$ cat config.mk
export PLATFORM = sky130hd
export DESIGN_NAME = mux4_rr_arbiter
export DESIGN_NICKNAME = d
export VERILOG_FILES = /design/src/rtl/mux4_rr_arbiter_pkg.sv /design/src/rtl/rr_pick4.sv /design/src/rtl/mux4_rr_arbiter.sv
export SDC_FILE = /design/constraint.sdc
export NUM_CORES = 1
export LEC_CHECK = 0
export ABC_AREA = 0
export ABC_CLOCK_PERIOD_IN_PS = 6300
export BUFFER_PORTS_ARGS = -buffer_cell sky130_fd_sc_hd__buf_2
export CORE_ASPECT_RATIO = 1.1
export CORE_MARGIN = 2
export CORE_UTILIZATION = 59
export CTS_CLUSTER_DIAMETER = 100
export DETAILED_ROUTE_END_ITERATION = 8
export GPL_TIMING_DRIVEN = 0
export MAX_ROUTING_LAYER = met4
export PLACE_DENSITY = 0.83
export SYNTH_ARGS = -nofsm -noshare
export SYNTH_HDL_FRONTEND = slang
export SYNTH_SLANG_ARGS = --single-unit
$ cat constraint.sdc
create_clock -name clk -period 6.3 [get_ports clk]
set_clock_uncertainty 0.1 [all_clocks]
set_input_delay 0 -clock clk [delete_from_list [all_inputs] [get_ports clk]]
set_output_delay 0 -clock clk [all_outputs]
set_load 0.03 [all_outputs]
$ cat src/rtl/mux4_rr_arbiter_pkg.sv
// Shared definitions for the 4:1 mux round-robin arbiter.
// Contents: requester count, select width, FSM state encoding,
// last-owner reset value and a one-hot decode helper.
package mux4_arb_defs;

   localparam int unsigned NUM_REQ = 4;
   localparam int unsigned SEL_W   = 2;

   typedef enum logic {
      IDLE  = 1'b0,
      GRANT = 1'b1
   } state_t;

   // Pointer value out of reset, so the first search starts at requester 0
   localparam logic [SEL_W-1:0] LAST_RST = 2'd3;

   // Index -> one-hot grant vector
   function automatic logic [NUM_REQ-1:0] onehot(input logic [SEL_W-1:0] idx);
      return NUM_REQ'(1) << idx;
   endfunction

endpackage

$ cat src/rtl/rr_pick4.sv
// Rotating-priority picker for four requesters (combinational).
// Ports:
//   req     : request vector
//   last    : index of the previous winner; the scan starts at last+1
//   mask_en : drop bit 'last' from the scan when another request is present
//   pick    : index of the winning requester (valid when any=1)
//   any     : at least one eligible request
module rr_pick4
   import mux4_arb_defs::*;
(
   input  logic [NUM_REQ-1:0] req,
   input  logic [SEL_W-1:0]   last,
   input  logic               mask_en,
   output logic [SEL_W-1:0]   pick,
   output logic               any
);

   logic [NUM_REQ-1:0] req_m;
   logic [NUM_REQ-1:0] req_oth;
   logic [SEL_W-1:0]   idx;

   assign req_oth = req & ~onehot(last);

   // Scan last+1, last+2, ... with wrap; the first set bit wins
   always_comb begin
      req_m = req;
      pick  = last;
      any   = 1'b0;
      idx   = '0;
      if (mask_en && (req_oth != '0)) begin
         req_m = req_oth;
      end
      for (int k = 1; k <= int'(NUM_REQ); k++) begin
         idx = SEL_W'(int'(last) + k);
         if (!any && req_m[idx]) begin
            pick = idx;
            any  = 1'b1;
         end
      end
   end

endmodule

$ cat src/rtl/mux4_rr_arbiter.sv
// Round-robin arbiter sharing the 4:1 conditional-data mux output.
// {sela,selc} selects the mux input; gnt is the one-hot grant back to the
// requesters. A tenure ends when the owner drops its request or after
// MAX_HOLD accepted transfers (MAX_HOLD=0 means unlimited).
// Optional: define MUX4_ARB_LOCK_EN to add the 'lock' input, which
// suppresses the hold-limit release while high.
// Ports:
//   clk, rst    : clock, synchronous active-high reset
//   req[3:0]    : requests, bit i = requester of di
//   out_ready   : downstream accepts the mux output this cycle
//   lock        : (MUX4_ARB_LOCK_EN only) keep the current tenure
//   gnt[3:0]    : registered one-hot grant
//   gnt_valid   : registered, equals |gnt
//   sela, selc  : registered mux selects
//   xfer        : combinational, a transfer is accepted this cycle
module mux4_rr_arbiter
   import mux4_arb_defs::*;
#(
   parameter int unsigned MAX_HOLD = 4,
   parameter int unsigned CNT_W    = 3
) (
   input  logic               clk,
   input  logic               rst,
   input  logic [NUM_REQ-1:0] req,
   input  logic               out_ready,
`ifdef MUX4_ARB_LOCK_EN
   input  logic               lock,
`endif
   output logic [NUM_REQ-1:0] gnt,
   output logic               gnt_valid,
   output logic               sela,
   output logic               selc,
   output logic               xfer
);

   localparam logic [CNT_W-1:0] HOLD_LAST =
      (MAX_HOLD == 0) ? '0 : CNT_W'(MAX_HOLD - 1);

   state_t             state;
   logic [SEL_W-1:0]   last;
   logic [CNT_W-1:0]   hold_cnt;
   logic [SEL_W-1:0]   owner;
   logic               lock_act;
   logic               at_limit;
   logic               hold_rel;
   logic               owner_rel;
   logic [SEL_W-1:0]   pick_last;
   logic [SEL_W-1:0]   pick;
   logic               any;

`ifdef MUX4_ARB_LOCK_EN
   assign lock_act = lock;
`else
   assign lock_act = 1'b0;
`endif

   // Selects always carry the owner's index while in GRANT
   assign owner     = {sela, selc};
   assign xfer      = gnt_valid & out_ready & req[owner];
   assign at_limit  = (MAX_HOLD != 0) && (hold_cnt == HOLD_LAST);
   assign hold_rel  = at_limit & xfer & ~lock_act;
   assign owner_rel = (state == GRANT) & (~req[owner] | hold_rel);

   // On release the owner becomes the new pointer, so search from it directly
   assign pick_last = (state == GRANT) ? owner : last;

   rr_pick4 u_pick (
      .req     (req),
      .last    (pick_last),
      .mask_en (hold_rel),
      .pick    (pick),
      .any     (any)
   );

   // State, pointer, hold counter and output registers
   always_ff @(posedge clk) begin
      if (rst) begin
         state     <= IDLE;
         last      <= LAST_RST;
         hold_cnt  <= '0;
         gnt       <= '0;
         gnt_valid <= 1'b0;
         sela      <= 1'b0;
         selc      <= 1'b0;
      end else if (state == IDLE) begin
         if (any) begin
            state        <= GRANT;
            gnt          <= onehot(pick);
            gnt_valid    <= 1'b1;
            {sela, selc} <= pick;
            hold_cnt     <= '0;
         end
      end else begin
         if (owner_rel) begin
            last <= owner;
            if (any) begin
               gnt          <= onehot(pick);
               {sela, selc} <= pick;
               hold_cnt     <= '0;
            end else begin
               state     <= IDLE;
               gnt       <= '0;
               gnt_valid <= 1'b0;
            end
         end else if (xfer && !(lock_act && at_limit)) begin
            // Saturates at the limit while locked
            hold_cnt <= hold_cnt + CNT_W'(1);
         end
      end
   end

endmodule

==> metrics, run 1 <==
initial antenna violation count 0; final std cell area, no fill 1080 um^2; Synthesis Warnings 0; Slew HR 47.1%; PortBufs 14; Setup WS post-layout 2.73 ns; sequential-to-total area share from yosys stat 27.2%; Switching Share 43.8%; Mapped Cells 106; 1st-pass router iterations 4; CTS root buf clkbuf_4; worst vdd ir 0.220 mV; Setup Buffers After CTS 0; nets 139; critical path's slowest cell mux2i_1; Ant. Diodes 0; Global Route Usage Sum 24.8%; clk sinks 13; Residual DRC 0; total grt overflow 0; number of flops mapped to enable cells by yosys 0; library cells used by synthesis 48; Core Area 1540 um^2; Final Critical Period 3.57 ns; required time worst endpoint 6.37 ns; DP Area 1050 um^2; CP endpoint kind register; setup tns final 0 ns; critical-path cell list buf_2 -> mux2i_1 -> inv_1 -> ha_1 -> nor2b_1 -> o311ai_0 -> a32oi_1 -> a311oi_1 -> a311oi_2 -> nor3_2 -> a32o_2; HPWL after DPL 1.63 mm; Power Dens Cells 293 nW/um^2; Post-DRT Antenna Nets 0; FF-to-FF Start state; first-pass GRT wire length 3.55 mm; Hold Crit Class in2reg; Max H-tree Level 1; top area cells in the synthesized netlist dfxtp_1, ha_1, mux2i_1, nand2_1, nor2b_1; mapped cell area 957 um^2; total number of vias 920; number of global-route vias before repair 853; synthesis-to-layout area growth 13.3%; final setup fails 0; status finished, final reports clean; post-route clock period utilization 56.7%; routed length per instance 15.1 um; Num CTS Buffers 3; asr flop ratio synth 0%; FF-to-FF End gnt[1]; worst-margin pin slew 0.771 ns; fmax 0.280 GHz; Synth Flop Type dfxtp_1; Hold EP hold_cnt[2]; post-synth top area share 27.2%; die width 42.4 um; I/O pin total 15; DIE HEIGHT 46.2 um; delay of the slowest cell on the worst path 0.66 ns; Clk pwr share 15.7%; net count after synthesis 119; worst hold path startpoint out_ready; Arr. time, crit path 3.65 ns; largest net degree at the start of global routing 11; Max Cap Viol 0; Die ar. 1960 um^2; Pint 178 uW; CTS tree built; Clock Latency Late Sink 0.27 ns; Fin. Hold Viols 0; Place WS 2.79 ns; Total Power 318 uW; register bit total from synthesis 13; Hold Path Stages 5; commonest non-fill, non-tap cell in the layout buf_2; CP Launch Type register; commonest non-fill, non-tap cells in the layout buf_2, dfxtp_1, nand2_1; LEAKAGE 0.462 nW; Max Root-Sink Buffers 2; initial core utilization 62.2%; vias per cell 6.48; Filler cells 125; Mean Syn Cell Area 9.03 um^2; 1st-iter DRT viols 6; CP Max Fanout 8; slack of the worst reg-to-reg path 2.73 ns; max-slew violations 0; layout cells sized above 1 23.2%; row count 15; clk slew on worst S/H paths 0.07 ns; Synth area leader dfxtp_1; Worst R2R Path Depth 11; Comb pwr share 50.1%; RSZ-0062 raised after global routing no; GP Congestion 0.928; Setup CP Type reg2reg; final hold slack 0.136 ns; Post-Route WL 2.15 mm; Reg power frac 34.1%; NetSw 139 uW
## how the worst max path moves through the flow
stage	start	to
floorplan	state	gnt[1]
global placement	state	gnt[1]
detailed placement	state	gnt[1]
CTS	state	gnt[1]
global route	state	gnt[1]
finish	state	gnt[1]
## state kept, by name, indices dropped and copies added, names as in the netlist
register,cells
gnt,4
gnt_valid,1
hold_cnt,3
last,2
sela,1
selc,1
state,1
## per-stage QoR
step | util, % | instances
detailed placement | 68.1 | 137
CTS | 70.5 | 142
floorplan | - | 106
global route | 70.5 | 142
global placement | 68.1 | 137
finish | 70.5 | 142
## layout make-up
cell class	count	area, um^2	share of cell area, %
plain buffers	3	20.0	1.85
clock buffers	4	26.3	2.42
inverters	4	15.0	1.38
multi-input cells	86	662	61.0
flip-flops and latches	13	260	24.0
well taps	17	21.3	1.96
repair buffers	15	80.1	7.38
## cell families (layout without fill, tap and decap cells)
group / Yosys count / count (layout) / synth area share (%)
DFF: 13 / 13 / 27.2
buffers and inverters: 7 / 26 / 3.66
AOI/OAI and AO/OA: 29 / 29 / 26.9
muxes: 5 / 5 / 6.54
adders and majority gates: 6 / 6 / 7.84
and+or+nand+nor: 46 / 46 / 27.8
## synth_stat cells, drive strengths merged, types with 2 or more instances
master,count
ha,6
mux2i,4
and4,4
nor3,5
o311a,3
nor2b,6
a22oi,2
a211o,2
and3,3
buf,2
nand2,10
o311ai,3
inv,4
and2,2
a32o,2
a311oi,2
a21oi,4
nor2,8
dfxtp,13
## critical path: cells and delay by family (launching register included)
family,cells,cell delay [ns]
AOI/OAI and AO/OA,5,1.34
adders and majority gates,1,0.30
buffers and inverters,2,0.45
DFF,1,0.30
muxes,1,0.66
and+or+nand+nor,2,0.33
## metal layers
metal | up-vias | global-route usage [%] | part of all wire [%]
met3 | 7 | 2.75 | 4.0
met4 | 0 | 15.0 | 2.9
li1 | 458 | - | -
met2 | 27 | 41.2 | 48
met5 | - | - | 0
met1 | 428 | 29.2 | 45
## timing repair
| item | in CTS | in global routing |
|---|---|---|
| resized for setup | 0 | 0 |
| hold buffers | 1 | 0 |
| endpoints found under the hold margin | 1 | 0 |
## power by group through the flow
stage          Sequential, mW  Combinational, mW  Clock, mW
2_1_floorplan           0.130             0.0978          0
3_3_place_gp            0.109              0.152          0
3_5_place_dp            0.110              0.157          0
4_1_cts                 0.108              0.158     0.0517
5_1_grt                 0.110              0.175     0.0546
6_report                0.108              0.159     0.0500
(Power assumes the default switching activity.)
==> inputs of run 2 (changes only) <==
Settings changed: ABC_CLOCK_PERIOD_IN_PS 6300 to 3500, CORE_UTILIZATION 59 to 55, PLACE_DENSITY 0.83 to 0.78.
Clock period 6.3 ns to 3.5 ns, I/O delays scaled along.
==> run 2 against run 1 <==
  * Critical path type unchanged
  * Sequential cell count did not move
  * Critical endpoint unchanged
  * Maximum frequency rose by 12%
  * Sequential power up 86%
==> metrics, run 2 (same netlist as run 1, synthesis figures left out) <==
status finished, final reports clean; Max Cap Viol 0 (unchanged); clk sinks 13 (unchanged); initial core utilization 60.0% (-2.2 points); PortBufs 14 (unchanged); final hold slack 0.105 ns (-0.0316 ns); DIE HEIGHT 47.8 um (+3.3%); max FFs per register 4 (unchanged); Num CTS Buffers 3 (unchanged); Total Power 617 uW (+94%); Final Critical Period 3.18 ns (-0.393 ns); 1st-pass router iterations 4 (unchanged); register with the most flip-flops gnt; Arr. time, crit path 3.26 ns (-0.39 ns); vias per cell 6.65 (+2.7%); CTS tree built; Post-Route WL 2.30 mm (+7.2%); LEAKAGE 0.482 nW (+4.2%); clk slew on worst S/H paths 0.08 ns (about the same); number of global-route vias before repair 895 (+4.9%); Top Registers gnt: 4 flops, hold_cnt: 3 flops, last: 2 flops; nets 143 (+2.9%); Die ar. 2090 um^2 (+6.6%); die width 43.8 um (+3.2%); post-route clock period utilization 90.8% (+34 points); CP Max Fanout 10 (+2); Ant. Diodes 0 (unchanged); fmax 0.315 GHz (+12%); Slew HR 47.2% (about the same); worst-margin pin slew 0.786 ns (+0.0147 ns); Setup WS post-layout 0.320 ns (-2.41 ns); 1st-iter DRT viols 34 (+28); Residual DRC 0 (unchanged); commonest non-fill, non-tap cells in the layout buf_2, dfxtp_1, nand2_1; Fin. Hold Viols 0 (unchanged); CP Launch Type register; Max H-tree Level 1 (unchanged); Max Root-Sink Buffers 2 (unchanged); Place WS -0.0775 ns (-2.87 ns); routed length per instance 15.8 um (+4.3%); Critical Path Source state; final setup fails 0 (unchanged); RSZ-0062 raised after global routing no; commonest non-fill, non-tap cell in the layout buf_2; required time worst endpoint 3.58 ns (-2.79 ns); Global Route Usage Sum 25.8% (+1.0 points); HPWL after DPL 1.61 mm (-1.1%); Post-DRT Antenna Nets 0 (unchanged); total number of vias 971 (+5.5%); Setup CP Type reg2reg; FF-to-FF Start state; GP Congestion 0.926 (-0.14%); setup tns final 0 ns (unchanged); initial antenna violation count 0 (unchanged); Hold Crit Class in2reg; worst hold path startpoint out_ready; row count 15 (unchanged); synthesis-to-layout area growth 19.1%; Power Dens Cells 541 nW/um^2 (+85%); Core Area 1600 um^2 (+3.7%); layout cells sized above 1 27.1% (+3.9 points); CTS root buf clkbuf_4; worst vdd ir 0.404 mV (+84%); largest net degree at the start of global routing 11 (unchanged); I/O pin total 15 (unchanged); Clock Latency Late Sink 0.28 ns (about the same); total grt overflow 0 (unchanged); first-pass GRT wire length 3.82 mm (+7.6%); max-slew violations 0 (unchanged); CP endpoint kind register
[run 2: cell types whose count changed in the layout (fill, tap and decap cells not counted)]
cell	change
o311ai_1	+1
mux2i_1	-2
o311ai_0	-1
mux2i_4	+2
buf_4	+4
[run 2: what timing repair did]
action,CTS,global route
hold buffers,1,0
endpoints found under the hold margin,1,0
buffers inserted,0,4
gates resized for setup,2,3
pin swaps,0,2
setup endpoints to repair,2,8
[run 2: metrics by stage]
stage	instance area, um^2	cells	util, %
floorplan	957	106	-
CTS	1090	142	68.5
global placement	1050	137	65.7
detailed placement	1050	137	65.7
finish	1140	146	71.5
global route	1140	146	71.5
[run 2: final timing paths]
check	end	slack [ns]	cells after the start
max	gnt[1]	0.32	11
min	hold_cnt[2]	0.10	5
max reg2reg	gnt[1]	0.32	11
min reg2reg	gnt[3]	0.38	1
[run 2: routing by layer]
| layer | vias up | GRT usage [%] | part of all wire (%) |
|---|---|---|---|
| met3 | 8 | 1.13 | 4.0 |
| li1 | 468 | - | - |
| met2 | 34 | 43.2 | 48 |
| met5 | - | - | 0 |
| met4 | 0 | 15.2 | 2.0 |
| met1 | 461 | 31.3 | 46 |
[run 2: worst max-delay path: stages (launching register included)]
cell       delay, ns
dfxtp_1         0.31
buf_2           0.21
mux2i_4         0.41
inv_1           0.16
ha_1            0.22
nor2b_1         0.22
o311ai_0        0.24
a22oi_1         0.32
a2111oi_1       0.09
a311oi_2        0.41
nor3_2          0.09
a32o_2          0.28
[run 2: power by group]
group          leakage [nW]  switching [mW]  total, mW  internal (mW)
registers             0.107          0.0274      0.201          0.174
logic                 0.360           0.191      0.321          0.130
clock network        0.0150          0.0507     0.0950         0.0443
total                 0.482           0.269      0.617          0.348
[run 2: layout make-up]
cell class              instances  area (um^2)
multi-input cells              86          687
fillers                       112          455
flip-flops and latches         13          260
repair buffers                 19          110
clock buffers                   4         26.3
well taps                      17         21.3
plain buffers                   3         20.0
inverters                       4         15.0
